===== src/rtl/serial_adder_if.sv =====
// Operand/result bundle for the bit-serial adder.
// The master issues start/a/b/cin; the slave returns busy/done/sum/carry.
interface serial_adder_if #(parameter int WIDTH = 8);
  logic             start;
  logic [WIDTH-1:0] a;
  logic [WIDTH-1:0] b;
  logic             cin;
  logic             busy;
  logic             done;
  logic [WIDTH-1:0] sum;
  logic             carry;

  modport master (output start, a, b, cin, input  busy, done, sum, carry);
  modport slave  (input  start, a, b, cin, output busy, done, sum, carry);
endinterface


===== src/rtl/serial_adder.sv =====
// Bit-serial ripple adder: one bit per clock, LSB first, fixed WIDTH-cycle latency.
// The full add for each bit is two half-adder stages plus an OR of their carries.
module serial_adder_ha (
  input  logic x,
  input  logic y,
  output logic s,
  output logic c
);
  assign s = x ^ y;
  assign c = x & y;
endmodule

module serial_adder #(
  parameter int WIDTH = 8
) (
  input  logic           clk,
  input  logic           rst_n,
  serial_adder_if.slave  bus
);
  localparam int CW = $clog2(WIDTH);

  typedef enum logic [1:0] {IDLE = 2'd0, RUN = 2'd1, DONE = 2'd2} state_t;

  state_t           state, nstate;
  logic [CW-1:0]    cnt;
  logic [WIDTH-1:0] acc;
  logic [WIDTH-1:0] rb;
  logic             c;
  logic             p, g1, s, g2, cout, last;

  serial_adder_ha u_ha0 (.x(acc[0]), .y(rb[0]), .s(p), .c(g1));
  serial_adder_ha u_ha1 (.x(p),      .y(c),     .s(s), .c(g2));
  assign cout = g1 | g2;
  assign last = (cnt == CW'(WIDTH - 1));

  always_ff @(posedge clk or negedge rst_n) begin
    if (!rst_n) state <= IDLE;
    else        state <= nstate;
  end

  always_comb begin
    nstate = state;
    case (state)
      IDLE:    if (bus.start) nstate = RUN;
      RUN:     if (last)      nstate = DONE;
      DONE:    nstate = IDLE;
      default: nstate = IDLE;
    endcase
  end

  // acc holds operand A and doubles as the result register: each sum bit
  // enters at the MSB as the consumed A bit leaves at the LSB.
  always_ff @(posedge clk or negedge rst_n) begin
    if (!rst_n) begin
      acc       <= '0;
      rb        <= '0;
      c         <= 1'b0;
      cnt       <= '0;
      bus.sum   <= '0;
      bus.carry <= 1'b0;
    end else begin
      case (state)
        IDLE: if (bus.start) begin
          acc <= bus.a;
          rb  <= bus.b;
          c   <= bus.cin;
          cnt <= '0;
        end
        RUN: begin
          acc <= {s, acc[WIDTH-1:1]};
          rb  <= {1'b0, rb[WIDTH-1:1]};
          c   <= cout;
          cnt <= cnt + CW'(1);
          if (last) begin
            bus.sum   <= {s, acc[WIDTH-1:1]};
            bus.carry <= cout;
          end
        end
        default: ;
      endcase
    end
  end

  assign bus.busy = (state == RUN);
  assign bus.done = (state == DONE);
endmodule


===== src/flat_wrapper.sv =====
// flat-port wrapper written by rule: the top's interface ports become plain ports
module serial_adder_flat 
#(
  parameter int WIDTH = 8
)
  (clk, rst_n, bus_start, bus_a, bus_b, bus_cin, bus_busy, bus_done, bus_sum, bus_carry);
  serial_adder_if #(.WIDTH(WIDTH)) bus_i ();
  input  logic clk;
  input  logic rst_n;
  input wire logic [$bits(bus_i.start)-1:0] bus_start;
  input wire logic [$bits(bus_i.a)-1:0] bus_a;
  input wire logic [$bits(bus_i.b)-1:0] bus_b;
  input wire logic [$bits(bus_i.cin)-1:0] bus_cin;
  output wire logic [$bits(bus_i.busy)-1:0] bus_busy;
  output wire logic [$bits(bus_i.done)-1:0] bus_done;
  output wire logic [$bits(bus_i.sum)-1:0] bus_sum;
  output wire logic [$bits(bus_i.carry)-1:0] bus_carry;
  assign bus_i.start = bus_start;
  assign bus_i.a = bus_a;
  assign bus_i.b = bus_b;
  assign bus_i.cin = bus_cin;
  assign bus_busy = bus_i.busy;
  assign bus_done = bus_i.done;
  assign bus_sum = bus_i.sum;
  assign bus_carry = bus_i.carry;
  serial_adder #(.WIDTH(WIDTH)) u_core (.clk(clk), .rst_n(rst_n), .bus(bus_i));
endmodule

===== config.mk =====
export PLATFORM = sky130hd
export DESIGN_NAME = serial_adder_flat
export DESIGN_NICKNAME = d
export VERILOG_FILES = /design/src/rtl/serial_adder_if.sv /design/src/rtl/serial_adder.sv /design/src/flat_wrapper.sv
export SDC_FILE = /design/constraint.sdc
export NUM_CORES = 1
export LEC_CHECK = 0
export ABC_AREA = 1
export BUFFER_PORTS_ARGS = -buffer_cell sky130_fd_sc_hd__buf_2
export CAP_MARGIN = 0
export CORE_ASPECT_RATIO = 1.5
export CORE_MARGIN = 8
export CORE_UTILIZATION = 57
export DETAILED_ROUTE_END_ITERATION = 6
export PLACE_DENSITY = 0.94
export SYNTH_ARGS = -nofsm -noshare
export SYNTH_HDL_FRONTEND = slang
export SYNTH_HIERARCHICAL = 1
export SYNTH_SLANG_ARGS = --single-unit

===== constraint.sdc =====
create_clock -name clk -period 4.3 [get_ports clk]
set_clock_uncertainty 0.2 [all_clocks]
set_input_delay 0.645 -clock clk [delete_from_list [all_inputs] [get_ports clk]]
set_output_delay 0.645 -clock clk [all_outputs]
set_load 0.02 [all_outputs]

* Word level (Yosys, flattened, before mapping)
Cells that the tools add are included.
Word-level totals: register bits 31, bits in latches 0, memory bits (writable) 0, ROM bits 0, input port bits 20, memories kept 0
Cells by class: add/sub/neg operators 1, $mul 0, divide/modulo/power cells 0, order comparisons 0, equality and inequality tests 5, shift-type cells 0, mux-type cells 11, bitwise operators 5, reduce and logical (&&, ||, !) cells 5
Operator list (count):
- $pmux 8 s2 | 2
- $mux 8 | 2
- $pmux 3 s2 | 1
- $reduce_and 2->1 | 3
- $mux 2 | 2
- $pmux 2 s2 | 1
- $add 3x1->3 const B | 1
- $eq 3x3->1 const B | 1
- $mux 3 | 1
- $and 1x1->1 | 2
- $eq 2x1->1 const B | 1
- $eq 2x2->1 const B | 1
- $logic_not 2->1 | 1
- $ne 2x1->1 const B | 1
- $ne 2x2->1 const B | 1
- $pmux 1 s2 | 1
- $reduce_bool 2->1 | 1
- $xor 1x1->1 | 2
- $mux 1 | 1
- $or 1x1->1 | 1

* Depth between registers and ports, before layout
Gate-level depths: netlist of the first run.
word-level depth 4, mapped depth 7

* Hierarchy
The synthesis of the first run kept the hierarchy.
Modules (own cells, without submodules):
- serial_adder | instances 1, cells each 177, area each 1450.1 um^2, seq. area each 775.7 um^2
- serial_adder_ha | instances 2, cells each 1, area each 12.5 um^2, seq. area each 0.0 um^2

* Least setup slack after synthesis of the first run
Ideal clock, no wire load.
kind register -> output, from reg u_core.state[0], to out bus_done, arrival time 941 ps, slack 2514 ps, stages on the path, launching flop included 3, buffers on the path 1, cell sequence dfrtp_1 > clkbuf_1 > nor2_1
On the way: word-level cells in the longest chain between the ends 1
Ends and longest elaborated chain:
- start: declaration | line serial_adder.sv:24 | state_t state, nstate;
- start signal: assignment | line serial_adder.sv:38 | else state <= nstate;
- $eq 2x2->1 | line serial_adder.sv:85 | assign bus.done = (state == DONE);
- end: declaration | line flat_wrapper.sv:15 | output wire logic [$bits(bus_i.done)-1:0] bus_done;
No other way between the ends.

* Final worst setup path of the first run
from reg u_core.state[0], to out bus_busy
On the way: word-level cells in the longest chain between the ends 1
Ends and longest elaborated chain:
- $eq 2x1->1 | line serial_adder.sv:84 | assign bus.busy = (state == RUN);
- end: declaration | line flat_wrapper.sv:14 | output wire logic [$bits(bus_i.busy)-1:0] bus_busy;
No other way between the ends.

==> key figures, run 1 <==
Timing
  • Slew @ Worst Pin: 0.661 ns
  • Slew margin rel.: between 50% and 60%
  • Final Cycle Share: a little under three fifths
  • Final Hold Fails: 0
  • Setup violations, final: 0
  • Fin Setup TNS: 0 ns
  • Slew Viols, Final: 0
  • F_max: 408 MHz
  • Min Clock Period, post-route: between 2 and 2.5 ns
  • Unrepaired setup endpoints after global routing: false

Power and ir drop
  • Sw Pwr: 0.000517 W
  • Total chip power: 0.00120 W
  • Clock power frac: around an eighth
  • Switch share: a little over two fifths
  • Sequential Power Share: 43.7%
  • Comb pwr share: between 40% and 50%
  • Pwr per Cell Area: 726 nW/µm²
  • Cell leakage power: 0.933 nW
  • Cell Int Power: 0.000680 W
  • Worst vdd ir: 0.473 mV

Yosys
  • Area share of the largest cell type after synthesis: 52.6%
  • Syn Nets: 203
  • Sequential fraction of the synthesis area: 52.6%
  • Yosys reg bits: 31
  • Mean Syn Cell Area: 8.24 µm²
  • Top post-synthesis cells by area: dfrtp_1 53%, nand3_1 17%, nand2_1 13%, inv_1 4.1%, ha_1 3.4%
  • Synth Cell Area: 1480 µm²
  • Synth Warn #: 6
  • Leading area contributor after synthesis: dfrtp_1
  • Netlist cell types: 18
  • Syn Inst Count: roughly 180

Detailed routing
  • Drt total wl: 3.04 mm
  • DRT antenna net count: 0
  • Routed len/inst: 13.1 µm
  • Initial drt markers: 47
  • Detail-routed via count per cell: 5.27
  • DR DRC count: 0
  • Vias: 1222
  • Pre-antenna DRT Iters: 4

Clock tree
  • CTS root buf: clkbuf_4
  • Worst-path clk slew: 0.09 ns
  • Max clock buf depth: 2
  • CTS tree: yes
  • Post-CTS Resized: 0
  • TritonCTS Buffers: 5
  • Htree depth: 2
  • # Post-CTS Setup Buffers: 0
  • Clock Sinks: 31
  • Worst skew pair latency: around 0.32 ns
  • # hold bufs at CTS: 0

Die
  • Initial Util: 60.2%
  • Die height: 78.3 µm
  • Placement row count: 22
  • Core area: 2450 µm²
  • Die width: 57.5 µm
  • Ports: 31
  • Die area: roughly 4500 µm²

Layout
  • Area growth from synthesis to layout: 11.8%
  • FF+latch area: 776 µm²
  • Final nets: 231
  • # diodes: 0
  • Layout fillers: between 200 and 250
  • Area of the multi-input gates: 572 µm²
  • Share of cells above drive strength 1: 20.2%

Global routing
  • Global-route wire length before repair: 5.20 mm
  • Largest net degree at the start of global routing: 32
  • Overall routing resource usage: around 15%
  • Vias in the first global route: 1222
  • Antenna violations before repair: 0
  • GR Overflow Total: 0

Setup path
  • RR Endpoint: u_core/bus.sum[1]
  • Nature of the critical path startpoint: register
  • Crit path max fanout: 13
  • WP data required: 3.45 ns
  • CP Class: register to primary output
  • Data arrival time of the worst path: 1.61 ns
  • FF-to-FF path depth: 6
  • Reg-to-reg setup timing slack: approximately 2.3 ns
  • Crit path capture type: primary output
  • Crit path launch: u_core/state[0]
  • R2r startpoint: u_core/state[0]

Placement
  • Hpwl dp: 2.25 mm
  • Placer congestion estimate: 0.818
  • Port Buffers: 30

Status
  • Status: finished, final reports clean

Min path
  • Worst Hold Class: input pin to asynchronous set/reset pin

Run
  • Maximum Capacitance Violations: 0
-- cell usage after synthesis --
library cell	count
buf_4	3
nand2_1	52
clkbuf_1	2
ha_1	4
o21ai_0	1
a22oi_1	1
nor2_1	4
nor2_2	1
a21oi_1	1
inv_2	3
buf_6	1
nand2_2	1
buf_2	3
o21ai_1	3
inv_1	16
dfrtp_1	31
nand3_1	51
nand2_4	1
-- area by class of cell --
type / instances / area share (%)
flip-flops and latches: 31 / 47.0
multi-input cells: 120 / 34.7
repair buffers: 30 / 9.10
inverters: 19 / 4.32
clock buffers: 7 / 2.73
well taps: 24 / 1.82
clock inverters: 1 / 0.303
-- placed cells by master, fill, tap and decap left out, drive strengths merged --
cell type | synthesis | routed
clkinv | 0 | 1
a21oi | 1 | 1
inv | 19 | 19
ha | 4 | 4
nand3 | 51 | 51
clkbuf | 2 | 7
nor2 | 5 | 5
nand2 | 54 | 54
o21ai | 4 | 4
buf | 7 | 30
a22oi | 1 | 1
dfrtp | 31 | 31
-- worst max path at each step --
stage / end / slack [ns]
6_report: bus_busy / 1.85
4_1_cts: bus_busy / 1.84
3_5_place_dp: u_core/rb[1] / 2.21
5_1_grt: bus_busy / 1.74
3_3_place_gp: bus_busy / 2.21
2_1_floorplan: bus_done / 2.51
-- worst max-delay path: stages (launching register included) --
cell	delay [ns]
dfrtp_1	0.61
inv_2	0.06
nor2_2	0.36
buf_2	0.25
-- metrics by stage --
stage / worst slack, ns / utilization [%] / hold slack (ns) / instances / instance area, µm²
global placement: 2.21 / 65.3 / 0.257 / 224 / 1600
floorplan: 2.51 / - / 0.149 / 179 / 1480
CTS: 1.84 / 67.3 / 0.151 / 232 / 1650
finish: 1.85 / 67.3 / 0.133 / 232 / 1650
detailed placement: 2.21 / 65.3 / 0.260 / 224 / 1600
global route: 1.74 / 67.3 / 0.167 / 232 / 1650
-- flip-flops by register name, summed over array words and instances (netlist names) --
signal,cells
u_core/acc,8
u_core/bus.sum,8
u_core/rb,8
u_core/cnt,3
u_core/state,2
u_core/bus.carry,1
u_core/c,1
-- cell families after synthesis --
logic type	after synthesis	synth area share, %
buf+inv	28	8.65
flops	31	52.6
compound gates	6	2.20
fa+ha+maj	4	3.39
simple gates	110	33.2
-- power by group through the flow --
stage | registers [W] | clock network [W] | logic [W]
floorplan | 0.000549 | 0 | 0.000367
global placement | 0.000517 | 0 | 0.000504
detailed placement | 0.000525 | 0 | 0.000524
CTS | 0.000522 | 0.000160 | 0.000525
global route | 0.000537 | 0.000176 | 0.000594
finish | 0.000523 | 0.000155 | 0.000518
-- routing by layer --
metal | GRT usage (%) | share of wire, %
met5 | 0 | 0
met4 | 5.79 | 1.6
met3 | 5.71 | 5.8
met2 | 25.9 | 52
met1 | 14.9 | 41
Power figures use the tool's default switching activity.
==> run 2: changes to the inputs <==
--- a/config.mk
+++ b/config.mk
@@ -5,14 +5,14 @@
 export SDC_FILE = /design/constraint.sdc
 export NUM_CORES = 1
 export LEC_CHECK = 0
-export ABC_AREA = 1
+export ABC_AREA = 0
 export BUFFER_PORTS_ARGS = -buffer_cell sky130_fd_sc_hd__buf_2
 export CAP_MARGIN = 0
 export CORE_ASPECT_RATIO = 1.5
 export CORE_MARGIN = 8
-export CORE_UTILIZATION = 57
+export CORE_UTILIZATION = 53
 export DETAILED_ROUTE_END_ITERATION = 6
-export PLACE_DENSITY = 0.94
+export PLACE_DENSITY = 0.89
 export SYNTH_ARGS = -nofsm -noshare
 export SYNTH_HDL_FRONTEND = slang
 export SYNTH_HIERARCHICAL = 1
==> constraint.sdc (replaced) <==
create_clock -name clk -period 2.35 [get_ports clk]
set_clock_uncertainty 0.2 [all_clocks]
set_input_delay 0.3525 -clock clk [delete_from_list [all_inputs] [get_ports clk]]
set_output_delay 0.3525 -clock clk [all_outputs]
set_load 0.02 [all_outputs]
==> key figures, run 2 <==
Status
  • Status: finished, final reports clean

Global routing
  • Global-route wire length before repair: 5.49 mm
  • Largest net degree at the start of global routing: 32
  • Antenna violations before repair: 0
  • Vias in the first global route: 1119
  • Overall routing resource usage: 15.5%
  • GR Overflow Total: 0

Power and ir drop
  • Total chip power: 0.00239 W
  • Pwr per Cell Area: 1410 nW/µm²
  • Worst vdd ir: 0.778 mV
  • Cell leakage power: 0.794 nW

Setup path
  • Reg-to-reg setup timing slack: between 0.6 and 0.7 ns
  • Crit path launch: u_core/state[0]
  • R2r startpoint: u_core/cnt[0]
  • Data arrival time of the worst path: 1.46 ns
  • Crit path capture type: primary output
  • FF-to-FF path depth: 4
  • RR Endpoint: u_core/bus.sum[7]
  • Crit path max fanout: 13
  • CP Class: register to primary output
  • WP data required: between 1.5 and 2 ns
  • Nature of the critical path startpoint: register

Yosys
  • Top post-synthesis cells by area: dfrtp_1 54%, o22ai_1 11%, mux2_4 7.3%, a21oi_1 5.5%, ha_1 3.5%
  • Synth Warn #: 6
  • Area share of the largest cell type after synthesis: 53.6%
  • Synth top cells by count: 31 x dfrtp_1, 25 x o22ai_1, 16 x a21oi_1
  • Syn Inst Count: 123
  • Most frequent cell after synthesis: dfrtp_1
  • Synth async-reset ratio: 100%
  • Sequential fraction of the synthesis area: 53.6%
  • Netlist cell types: 25
  • Post-synth EDFFs: 0
  • Yosys reg bits: 31
  • Synth Cell Area: 1450 µm²
  • Syn Nets: 147
  • Mean Syn Cell Area: 11.8 µm²
  • Top_reg_cell synth: dfrtp_1
  • Leading area contributor after synthesis: dfrtp_1

Clock tree
  • CTS root buf: clkbuf_8
  • TritonCTS Buffers: 5
  • Post-CTS Resized: 0
  • Worst-path clk slew: 0.06 ns
  • # hold bufs at CTS: 1
  • # Post-CTS Setup Buffers: 0
  • Worst skew pair latency: 0.28 ns
  • CTS tree: yes
  • Htree depth: 2
  • Max clock buf depth: 2
  • Clock Sinks: 31

Die
  • Ports: 31
  • Die height: about 80 µm
  • Core area: between 2000 and 3000 µm²
  • Placement row count: 23
  • Initial Util: 54.6%
  • Die width: roughly 59 µm
  • Die area: between 4000 and 5000 µm²

Min path
  • Hold path cells: 3
  • Worst Hold Class: input pin to register
  • Hold path endpoint: u_core/rb[5]
  • Hold Crit Start: bus_b[5]

Timing
  • Setup violations, final: 0
  • Slew Viols, Final: 0
  • Unrepaired setup endpoints after global routing: false
  • Slew @ Worst Pin: 0.667 ns
  • Fin Setup TNS: 0 ns
  • Min Clock Period, post-route: just over 2 ns
  • F_max: about 500 MHz
  • Final Cycle Share: 85.6%
  • Slew margin rel.: 55.5%
  • Final Hold Fails: 0

Layout
  • FF+latch area: 776 µm²
  • Most frequent cells in the layout: 31 x dfrtp_1, 30 x buf_2, 25 x o22ai_1
  • Area growth from synthesis to layout: 17.0%
  • Share of cells above drive strength 1: 32.9%
  • # diodes: 0
  • Commonest non-fill, non-tap cell in the layout: dfrtp_1
  • Post-route cell area: about 1700 µm²
  • Largest registers: u_core/acc x8, u_core/bus.sum x8, u_core/rb x8
  • Layout fillers: about 220
  • Final nets: 178
  • Layout Cells excl Fill: 192
  • Area of the multi-input gates: 584 µm²

Detailed routing
  • Initial drt markers: 54
  • Pre-antenna DRT Iters: 4
  • DR DRC count: 0
  • Vias: around 1100
  • Drt total wl: 3.35 mm
  • Detail-routed via count per cell: 5.95
  • Routed len/inst: 17.4 µm
  • DRT antenna net count: 0

Placement
  • Placer congestion estimate: 0.864
  • Port Buffers: 30
  • Post-Place Cells: 183
  • Hpwl dp: between 2 and 2.5 mm
  • Placed cell area: 1580 µm²

Run
  • Maximum Capacitance Violations: 0
==> run 2: cells by family after synthesis <==
| logic type | share of synthesized area, % |
|---|---|
| AOI/OAI and AO/OA | 21.4 |
| adders and majority gates | 3.46 |
| buffers and inverters | 5.97 |
| DFF | 53.6 |
| muxes | 8.04 |
| and+or+nand+nor | 7.53 |
==> run 2: final cells by class <==
cell class	instances	share of cell area, %
Sequential cell	31	45.8
Inverter	5	1.11
Timing Repair Buffer	32	9.90
Tap cell	37	2.73
Multi-Input combinational cell	79	34.5
Clock buffer	8	5.91
==> run 2: per-stage QoR <==
step	utilization, %	setup slack [ns]	hold WS [ns]
2_1_floorplan	-	0.735	-0.143
3_3_place_gp	59.8	0.707	0.210
3_5_place_dp	59.8	0.654	0.218
4_1_cts	63.9	0.336	0.123
5_1_grt	63.9	0.215	0.135
6_report	63.9	0.338	0.136
==> run 2: routing by layer <==
metal  share of wire (%)  track usage [%]  wire [µm]  up-vias
met5                   0                0          0        -
met4                 3.3             9.62        109        0
met3                 7.4             5.81        247       10
met2                  50             22.7       1670       40
met1                  40             18.7       1320      568
li1                    -                -          -      524
==> run 2: worst max-delay path by stage <==
stage / end / slack, ns
after floorplan: u_core/bus.sum[0] / 0.73
after global placement: bus_busy / 0.71
after detailed placement: bus_busy / 0.65
after CTS: bus_busy / 0.34
after global routing: bus_busy / 0.22
final: bus_busy / 0.34
==> run 2: report_power, final <==
group	internal, W	leakage (nW)	switching (W)	total (W)
registers	0.000787	0.356	0.000204	0.000991
clock network	0.000267	0.0515	0.000186	0.000453
logic	0.000430	0.387	0.000519	0.000949
total	0.00148	0.794	0.000909	0.00239
==> run 2: critical path, cell delays in order, from the launching register on <==
cell and delay (ns):
dfrtp_1 0.56, nand2b_2 0.26, inv_2 0.17, buf_2 0.18
